`config.mk`:
```
export PLATFORM = sky130hd
export DESIGN_NAME = regfile_access_ctrl_flat
export DESIGN_NICKNAME = d
export VERILOG_FILES = /design/src/rtl/regfile_access_ctrl_pkg.sv /design/src/rtl/regfile_access_ctrl_if.sv /design/src/rtl/regfile_access_ctrl_sweep_cnt.sv /design/src/rtl/regfile_access_ctrl.sv /design/src/flat_wrapper.sv
export SDC_FILE = /design/constraint.sdc
export NUM_CORES = 1
export LEC_CHECK = 0
export CAP_MARGIN = 20
export CORE_ASPECT_RATIO = 0.5
export CORE_MARGIN = 4
export CORE_UTILIZATION = 40
export DETAILED_ROUTE_END_ITERATION = 8
export DONT_BUFFER_PORTS = 1
export RECOVER_POWER = 100
export SETUP_SLACK_MARGIN = 0.4
export SLEW_MARGIN = 10
export SYNTH_ARGS = -nofsm -noshare
export SYNTH_HDL_FRONTEND = slang
export SYNTH_SLANG_ARGS = --single-unit
```
`constraint.sdc`:
```
create_clock -name clk -period 3.4 [get_ports clk]
set_clock_uncertainty 0.05 [all_clocks]
set_input_delay 0.34 -clock clk [delete_from_list [all_inputs] [get_ports clk]]
set_output_delay 0.34 -clock clk [all_outputs]
set_load 0.02 [all_outputs]
```
`src/rtl/regfile_access_ctrl_pkg.sv`:
```
// regfile_pkg: shared op encodings, FSM states and default widths for the register file access controller
package regfile_pkg;
    localparam int RF_DATA_W = 32;
    localparam int RF_ADDR_W = 4;
    localparam int RF_NREGS  = 2**RF_ADDR_W;
    typedef enum logic [1:0] {
        OP_WRITE = 2'b00,
        OP_READ2 = 2'b01,
        OP_FILL  = 2'b10,
        OP_CLEAR = 2'b11
    } op_e;
    typedef enum logic [2:0] {
        S_IDLE,
        S_WR,
        S_RD_ISSUE,
        S_RD_WAIT,
        S_RESP
    } state_e;
endpackage

```
`src/rtl/regfile_access_ctrl_if.sv`:
```
// regfile_access_ctrl_if: command/response channels plus register file strobe bus
// slave modport: controller side (takes cmd_*, rsp_ready, rf_op*; drives the rest)
// master modport: requester and register file side
interface regfile_access_ctrl_if
    import regfile_pkg::*;
#(
    parameter int DATA_W = RF_DATA_W,
    parameter int ADDR_W = RF_ADDR_W
);
    logic              cmd_valid;
    logic              cmd_ready;
    logic [1:0]        cmd_op;
    logic [ADDR_W-1:0] cmd_addr_a;
    logic [ADDR_W-1:0] cmd_addr_b;
    logic [DATA_W-1:0] cmd_data;
    logic              rsp_valid;
    logic              rsp_ready;
    logic [1:0]        rsp_op;
    logic [DATA_W-1:0] rsp_data_a;
    logic [DATA_W-1:0] rsp_data_b;
    logic              busy;
    logic              rf_en;
    logic              rf_wr;
    logic              rf_rd;
    logic [DATA_W-1:0] rf_ip1;
    logic [ADDR_W-1:0] rf_sel_i1;
    logic [ADDR_W-1:0] rf_sel_o1;
    logic [ADDR_W-1:0] rf_sel_o2;
    logic [DATA_W-1:0] rf_op1;
    logic [DATA_W-1:0] rf_op2;
    modport slave (
        input  cmd_valid, cmd_op, cmd_addr_a, cmd_addr_b, cmd_data, rsp_ready, rf_op1, rf_op2,
        output cmd_ready, rsp_valid, rsp_op, rsp_data_a, rsp_data_b, busy,
        output rf_en, rf_wr, rf_rd, rf_ip1, rf_sel_i1, rf_sel_o1, rf_sel_o2
    );
    modport master (
        output cmd_valid, cmd_op, cmd_addr_a, cmd_addr_b, cmd_data, rsp_ready, rf_op1, rf_op2,
        input  cmd_ready, rsp_valid, rsp_op, rsp_data_a, rsp_data_b, busy,
        input  rf_en, rf_wr, rf_rd, rf_ip1, rf_sel_i1, rf_sel_o1, rf_sel_o2
    );
endinterface

```
`src/rtl/regfile_access_ctrl_sweep_cnt.sv`:
```
// regfile_sweep_cnt: address/data/count generator driving the write sweep
// load_i latches start address, start data, target count and data-increment mode;
// step_i advances one write; done_o is high while the current write is the last one
module regfile_sweep_cnt
    import regfile_pkg::*;
#(
    parameter int DATA_W = RF_DATA_W,
    parameter int ADDR_W = RF_ADDR_W
) (
    input  logic              clk,
    input  logic              rst,
    input  logic              load_i,
    input  logic              step_i,
    input  logic              inc_data_i,
    input  logic [ADDR_W-1:0] addr_i,
    input  logic [DATA_W-1:0] data_i,
    input  logic [ADDR_W:0]   target_i,
    output logic [ADDR_W-1:0] addr_o,
    output logic [DATA_W-1:0] data_o,
    output logic [ADDR_W:0]   count_o,
    output logic              done_o
);
    logic [ADDR_W-1:0] addr_q, addr_d;
    logic [DATA_W-1:0] data_q, data_d;
    logic [ADDR_W:0]   count_q, count_d, target_q, target_d;
    logic              inc_q, inc_d;
    always_comb begin
        addr_d   = load_i ? addr_i : step_i ? addr_q + ADDR_W'(1) : addr_q;
        data_d   = load_i ? data_i : (step_i && inc_q) ? data_q + DATA_W'(1) : data_q;
        count_d  = load_i ? '0 : step_i ? count_q + (ADDR_W+1)'(1) : count_q;
        target_d = load_i ? target_i : target_q;
        inc_d    = load_i ? inc_data_i : inc_q;
    end
    always_ff @(posedge clk) begin
        if (rst) begin
            addr_q   <= '0;
            data_q   <= '0;
            count_q  <= '0;
            target_q <= '0;
            inc_q    <= 1'b0;
        end else begin
            addr_q   <= addr_d;
            data_q   <= data_d;
            count_q  <= count_d;
            target_q <= target_d;
            inc_q    <= inc_d;
        end
    end
    assign addr_o  = addr_q;
    assign data_o  = data_q;
    assign count_o = count_q;
    assign done_o  = count_q + (ADDR_W+1)'(1) == target_q;
endmodule

```
`src/rtl/regfile_access_ctrl.sv`:
```
// regfile_access_ctrl: sequences WRITE/READ2/FILL/CLEAR commands onto the 16x32 register file strobes
// clk/rst: clock and synchronous active-high reset; bus (slave): cmd and rsp valid/ready
// channels, busy flag, and the rf_* enable/strobe/select/data lines
module regfile_access_ctrl
    import regfile_pkg::*;
#(
    parameter int DATA_W = RF_DATA_W,
    parameter int ADDR_W = RF_ADDR_W,
    parameter int RD_LAT = 1
) (
    input logic               clk,
    input logic               rst,
    regfile_access_ctrl_if.slave bus
);
    localparam int NREGS = 2**ADDR_W;
    state_e            state_q, state_d;
    logic [1:0]        op_q, op_d;
    logic [ADDR_W-1:0] sel_o1_q, sel_o1_d, sel_o2_q, sel_o2_d;
    logic [1:0]        wait_q, wait_d;
    logic [DATA_W-1:0] rsp_a_q, rsp_a_d, rsp_b_q, rsp_b_d;
    logic              load, step, cnt_done;
    logic [ADDR_W-1:0] span, cnt_addr;
    logic [DATA_W-1:0] cnt_data;
    logic [ADDR_W:0]   ld_target, cnt_count;
    // FILL span is taken modulo NREGS before widening so a wrapping range stays short
    assign span      = bus.cmd_addr_b - bus.cmd_addr_a;
    assign ld_target = bus.cmd_op == OP_WRITE ? (ADDR_W+1)'(1) :
                       bus.cmd_op == OP_FILL  ? (ADDR_W+1)'(span) + (ADDR_W+1)'(1) :
                                                (ADDR_W+1)'(NREGS);
    regfile_sweep_cnt #(.DATA_W(DATA_W), .ADDR_W(ADDR_W)) u_sweep (
        .clk        (clk),
        .rst        (rst),
        .load_i     (load),
        .step_i     (step),
        .inc_data_i (bus.cmd_op == OP_FILL),
        .addr_i     (bus.cmd_op == OP_CLEAR ? '0 : bus.cmd_addr_a),
        .data_i     (bus.cmd_op == OP_CLEAR ? '0 : bus.cmd_data),
        .target_i   (ld_target),
        .addr_o     (cnt_addr),
        .data_o     (cnt_data),
        .count_o    (cnt_count),
        .done_o     (cnt_done)
    );
    always_comb begin
        state_d  = state_q;
        op_d     = op_q;
        sel_o1_d = sel_o1_q;
        sel_o2_d = sel_o2_q;
        wait_d   = wait_q;
        rsp_a_d  = rsp_a_q;
        rsp_b_d  = rsp_b_q;
        load     = 1'b0;
        step     = 1'b0;
        case (state_q)
            S_IDLE: if (bus.cmd_valid) begin
                op_d     = bus.cmd_op;
                sel_o1_d = bus.cmd_addr_a;
                sel_o2_d = bus.cmd_addr_b;
                load     = bus.cmd_op != OP_READ2;
                state_d  = bus.cmd_op == OP_READ2 ? S_RD_ISSUE : S_WR;
            end
            S_WR: begin
                step = 1'b1;
                if (cnt_done) begin
                    rsp_a_d = DATA_W'(cnt_count) + DATA_W'(1);
                    rsp_b_d = '0;
                    state_d = S_RESP;
                end
            end
            S_RD_ISSUE: begin
                wait_d  = '0;
                state_d = S_RD_WAIT;
            end
            S_RD_WAIT: begin
                wait_d = wait_q + 2'd1;
                if (wait_q == 2'(RD_LAT - 1)) begin
                    rsp_a_d = bus.rf_op1;
                    rsp_b_d = bus.rf_op2;
                    state_d = S_RESP;
                end
            end
            S_RESP: state_d = bus.rsp_ready ? S_IDLE : S_RESP;
            default: state_d = S_IDLE;
        endcase
    end
    always_ff @(posedge clk) begin
        if (rst) begin
            state_q  <= S_IDLE;
            op_q     <= '0;
            sel_o1_q <= '0;
            sel_o2_q <= '0;
            wait_q   <= '0;
            rsp_a_q  <= '0;
            rsp_b_q  <= '0;
        end else begin
            state_q  <= state_d;
            op_q     <= op_d;
            sel_o1_q <= sel_o1_d;
            sel_o2_q <= sel_o2_d;
            wait_q   <= wait_d;
            rsp_a_q  <= rsp_a_d;
            rsp_b_q  <= rsp_b_d;
        end
    end
    assign bus.cmd_ready  = state_q == S_IDLE;
    assign bus.busy       = state_q != S_IDLE;
    assign bus.rsp_valid  = state_q == S_RESP;
    assign bus.rsp_op     = op_q;
    assign bus.rsp_data_a = rsp_a_q;
    assign bus.rsp_data_b = rsp_b_q;
    assign bus.rf_en      = state_q inside {S_WR, S_RD_ISSUE, S_RD_WAIT};
    assign bus.rf_wr      = state_q == S_WR;
    assign bus.rf_rd      = state_q == S_RD_ISSUE;
    assign bus.rf_ip1     = cnt_data;
    assign bus.rf_sel_i1  = cnt_addr;
    assign bus.rf_sel_o1  = sel_o1_q;
    assign bus.rf_sel_o2  = sel_o2_q;
endmodule

```
`src/flat_wrapper.sv`:
```
// flat-port wrapper written by rule: the top's interface ports become plain ports
module regfile_access_ctrl_flat import regfile_pkg::*;
#(
    parameter int DATA_W = RF_DATA_W,
    parameter int ADDR_W = RF_ADDR_W,
    parameter int RD_LAT = 1
)
  (clk, rst, bus_cmd_valid, bus_cmd_op, bus_cmd_addr_a, bus_cmd_addr_b, bus_cmd_data, bus_rsp_ready, bus_rf_op1, bus_rf_op2, bus_cmd_ready, bus_rsp_valid, bus_rsp_op, bus_rsp_data_a, bus_rsp_data_b, bus_busy, bus_rf_en, bus_rf_wr, bus_rf_rd, bus_rf_ip1, bus_rf_sel_i1, bus_rf_sel_o1, bus_rf_sel_o2);
  regfile_access_ctrl_if #(.DATA_W(DATA_W), .ADDR_W(ADDR_W)) bus_i ();
  input logic clk;
  input logic rst;
  input wire logic [$bits(bus_i.cmd_valid)-1:0] bus_cmd_valid;
  input wire logic [$bits(bus_i.cmd_op)-1:0] bus_cmd_op;
  input wire logic [$bits(bus_i.cmd_addr_a)-1:0] bus_cmd_addr_a;
  input wire logic [$bits(bus_i.cmd_addr_b)-1:0] bus_cmd_addr_b;
  input wire logic [$bits(bus_i.cmd_data)-1:0] bus_cmd_data;
  input wire logic [$bits(bus_i.rsp_ready)-1:0] bus_rsp_ready;
  input wire logic [$bits(bus_i.rf_op1)-1:0] bus_rf_op1;
  input wire logic [$bits(bus_i.rf_op2)-1:0] bus_rf_op2;
  output wire logic [$bits(bus_i.cmd_ready)-1:0] bus_cmd_ready;
  output wire logic [$bits(bus_i.rsp_valid)-1:0] bus_rsp_valid;
  output wire logic [$bits(bus_i.rsp_op)-1:0] bus_rsp_op;
  output wire logic [$bits(bus_i.rsp_data_a)-1:0] bus_rsp_data_a;
  output wire logic [$bits(bus_i.rsp_data_b)-1:0] bus_rsp_data_b;
  output wire logic [$bits(bus_i.busy)-1:0] bus_busy;
  output wire logic [$bits(bus_i.rf_en)-1:0] bus_rf_en;
  output wire logic [$bits(bus_i.rf_wr)-1:0] bus_rf_wr;
  output wire logic [$bits(bus_i.rf_rd)-1:0] bus_rf_rd;
  output wire logic [$bits(bus_i.rf_ip1)-1:0] bus_rf_ip1;
  output wire logic [$bits(bus_i.rf_sel_i1)-1:0] bus_rf_sel_i1;
  output wire logic [$bits(bus_i.rf_sel_o1)-1:0] bus_rf_sel_o1;
  output wire logic [$bits(bus_i.rf_sel_o2)-1:0] bus_rf_sel_o2;
  assign bus_i.cmd_valid = bus_cmd_valid;
  assign bus_i.cmd_op = bus_cmd_op;
  assign bus_i.cmd_addr_a = bus_cmd_addr_a;
  assign bus_i.cmd_addr_b = bus_cmd_addr_b;
  assign bus_i.cmd_data = bus_cmd_data;
  assign bus_i.rsp_ready = bus_rsp_ready;
  assign bus_i.rf_op1 = bus_rf_op1;
  assign bus_i.rf_op2 = bus_rf_op2;
  assign bus_cmd_ready = bus_i.cmd_ready;
  assign bus_rsp_valid = bus_i.rsp_valid;
  assign bus_rsp_op = bus_i.rsp_op;
  assign bus_rsp_data_a = bus_i.rsp_data_a;
  assign bus_rsp_data_b = bus_i.rsp_data_b;
  assign bus_busy = bus_i.busy;
  assign bus_rf_en = bus_i.rf_en;
  assign bus_rf_wr = bus_i.rf_wr;
  assign bus_rf_rd = bus_i.rf_rd;
  assign bus_rf_ip1 = bus_i.rf_ip1;
  assign bus_rf_sel_i1 = bus_i.rf_sel_i1;
  assign bus_rf_sel_o1 = bus_i.rf_sel_o1;
  assign bus_rf_sel_o2 = bus_i.rf_sel_o2;
  regfile_access_ctrl #(.DATA_W(DATA_W), .ADDR_W(ADDR_W), .RD_LAT(RD_LAT)) u_core (.clk(clk), .rst(rst), .bus(bus_i));
endmodule
```
==> key figures <==
Yosys
  – Post-synthesis net count: 737
  – Sequential area share after synthesis: 0.452
  – Async S/R FF share, synth: 0
  – YS warnings: 0
  – Post-Syn Area: between 0.005 and 0.006 sq mm
  – Largest cells by area after synthesis: dfxtp_1 (45%), a22o_1 (9.7%), a21oi_1 (5.6%)
  – Synth cell types: 61
  – Post-synth EDFFs: 0
  – Yosys reg bits: 126
  – Top-area cell type share of the netlist area: 0.452
  – Syn Inst Count: roughly 620
  – Ys flop type: dfxtp_1
  – Post-Syn Area per Cell: 9.03 sq um
  – Post-synth top area cell: dfxtp_1

Cells and area
  – Fill cell count: 1,237
  – Layout cells sized above 1: 0.0746
  – Post-layout util: 0.522
  – Final instance area: 0.00710 sq mm
  – Most common cell after layout, fill and taps aside: dfxtp_1
  – Commonest non-fill, non-tap cells in the layout: dfxtp_1 (126), dlygate4sd3_1 (74), nand2_1 (62), a22o_1 (62), a21oi_1 (62)
  – N_diodes: 0
  – P&R area growth vs syn: 27.2%
  – Fin nets: 803

Worst setup path
  – CP max-delay cell: nand2_1
  – CP Class: reg -> reg
  – Crit path launch type: register
  – Worst Setup End Kind: register
  – Worst r2r src: u_core.state_q[1]$_SDFFE_PP0P_
  – Crit-path max FO: 13
  – CP Cell Sequence: clkbuf_1 -> nor3_1 -> clkbuf_1 -> nand3_1 -> nand2_1 -> clkbuf_1 -> a21oi_1 -> nor3_1
  – Crit path max-delay family: buffers and inverters
  – CP dominant cell by count: clkbuf_1
  – Data required time of the worst path: ~3700 ps
  – Crit. Startpoint: u_core.state_q[1]$_SDFFE_PP0P_
  – Slowest stage delay, CP: 430 ps
  – WP buf/inv: 3
  – CP Data Arrival Time: 2970 ps

Clock network
  – Clk buf depth: 2
  – Clock sinks: 126
  – CTS Buf Count: 17
  – Clk_lat worst skew: 420 ps
  – H-tree depth: 4
  – Clk slew on worst S/H paths: 60 ps
  – CTS resizes: 0
  – TritonCTS clock tree: built
  – Clock root cell: clkbuf_16

Die
  – DIE HEIGHT: 91.5 um
  – Initial Util: 0.411
  – Die W: 175 um
  – Rows: 30
  – # IOs: ~230
  – Core area: 0.0136 sq mm
  – Die area: around 0.016 sq mm

Placement
  – RePlAce Congestion: 0.834
  – Buffers on Ports: 0
  – Post-DP HPWL: 11.1 mm
  – Placed cell area: 0.00577 sq mm

Timing
  – Final worst path period share: 0.789
  – Max Freq: 373 MHz
  – Final Hold Viols: 0
  – RSZ-0062 raised after global routing: false
  – Slew at the pin closest to its max-slew limit: 878 ps
  – Setup violators final: 0
  – Setup TNS: 0 ps
  – Post-layout min period: 2680 ps
  – Worst relative slew slack: 0.414
  – Final number of max-transition violations: 0

Drt
  – Via density: 5.76
  – Detailed Route Iter0 Violations: 379
  – DRT antenna net count: 0
  – Via count: around 5.1k
  – Drt pass-1 iters: 5
  – Post-detailed-route wirelength per cell: around 19 um
  – Total routed wirelength: 16.9 mm
  – DRC Markers: 0

Global route
  – Global-route wire length before repair: 26.8 mm
  – Overall routing resource usage: 0.208
  – Gr ovfl total: 0
  – Vias in the first global route: 4,999
  – Largest net degree at the start of global routing: 59
  – Initial antenna violation count: 0

Pwr
  – Pwr Total: 4010 uW
  – Pleak: 0.00268 uW
  – Max rail drop VDD: 0.375 mV
  – P per Cell Area: 565 mW/mm^2

Outcome
  – Status: complete, no violations

Flow run
  – Number of max-cap violations: 0

Hold path
  – Hold Path Class: in -> reg
  – Min-Delay Startpoint: bus_cmd_data[1]
-- final cells by class --
| type | count | area, sq um | area share |
|---|---|---|---|
| Timing Repair Buffer | 89 | 855 | 0.120 |
| Tap cell | 192 | 240 | 0.0339 |
| Inverter | 12 | 45.0 | 0.00635 |
| Clock buffer | 18 | 429 | 0.0605 |
| Multi-Input combinational cell | 438 | 2860 | 0.403 |
| Sequential cell | 126 | 2520 | 0.355 |
| Clock inverter | 14 | 146 | 0.0206 |
-- layer usage --
layer,part of all wire,vias to the layer above,track usage
li1,-,2449,-
met3,0.082,16,0.0761
met1,0.43,2449,0.257
met4,0.010,0,0.0627
met2,0.48,204,0.342
met5,0,-,0
-- final timing paths --
path | cells after the start | to | slack [ps]
setup / recovery | 8 | u_core.u_sweep.data_o[9]$_SDFFE_PP0P_ | 720
hold / removal | 2 | u_core.u_sweep.data_o[1]$_SDFFE_PP0P_ | 20
setup reg to reg | 8 | u_core.u_sweep.data_o[9]$_SDFFE_PP0P_ | 720
hold reg to reg | 2 | u_core.u_sweep.count_o[1]$_SDFFE_PP0P_ | 430
-- flip-flops by register name (all words and copies together), names as in the netlist --
register                 flops
u_core.u_sweep.data_o       32
u_core.state_q               3
u_core.bus.rsp_op            2
u_core.u_sweep.addr_o        4
u_core.u_sweep.count_o       5
u_core.u_sweep.target_q      5
u_core.u_sweep.inc_q         1
u_core.bus.rsp_data_a       32
u_core.bus.rsp_data_b       32
u_core.wait_q                2
u_core.bus.rf_sel_o2         4
u_core.bus.rf_sel_o1         4
-- cells in the mapped netlist (all sizes together), types with 2 or more instances --
library cell and n:
a2111oi 3, a211oi 2, a21o 5, a21oi 63, a221oi 3, a22o 62
a22oi 9, a31o 2, a31oi 7, a32o 5, a32oi 3, a41oi 2
and2 6, and3 9, and4 3, buf 10, clkbuf 32, dfxtp 126
ha 8, inv 11, mux2i 6, nand2 62, nand2b 4, nand3 16
nand4 12, nor2 38, nor2b 3, nor3 23, nor3b 3, nor4 6
o2111ai 3, o21a 3, o21ai 20, o31ai 2, or3 4, xnor2 10
xor2 12
-- kinds of logic after synthesis --
kind of cell | count (synthesis) | share of synthesized area
flops | 126 | 0.452
fa+ha+maj | 9 | 0.0215
xor+xnor | 23 | 0.0386
compound gates | 205 | 0.264
mux | 6 | 0.0108
simple gates | 195 | 0.171
buf+inv | 54 | 0.0417
-- stage by stage --
stage          setup WS [ps]  hold WS (ps)  std cells
3_5_place_dp             760           367        782
4_1_cts                  757         0.928        887
2_1_floorplan           1040           399        618
5_1_grt                  476          7.42        889
6_report                 718          17.3        889
3_3_place_gp             808           366        782
-- power by group --
group / total [uW] / internal [uW] / switching (uW) / leakage (uW)
combinational: 532 / 220 / 312 / 0.00138
sequential: 1680 / 1540 / 140 / 0.00102
clock: 1800 / 1040 / 763 / 0.000278
total: 4010 / 2800 / 1210 / 0.00268
-- what timing repair did --
item / in CTS / in global routing
hold endpoints to repair: 110 / 2
setup buffers: 0 / 0
setup endpoints to repair: 0 / 0
hold buffers: 73 / 2
No activity file was read; power rests on OpenSTA's default activity.
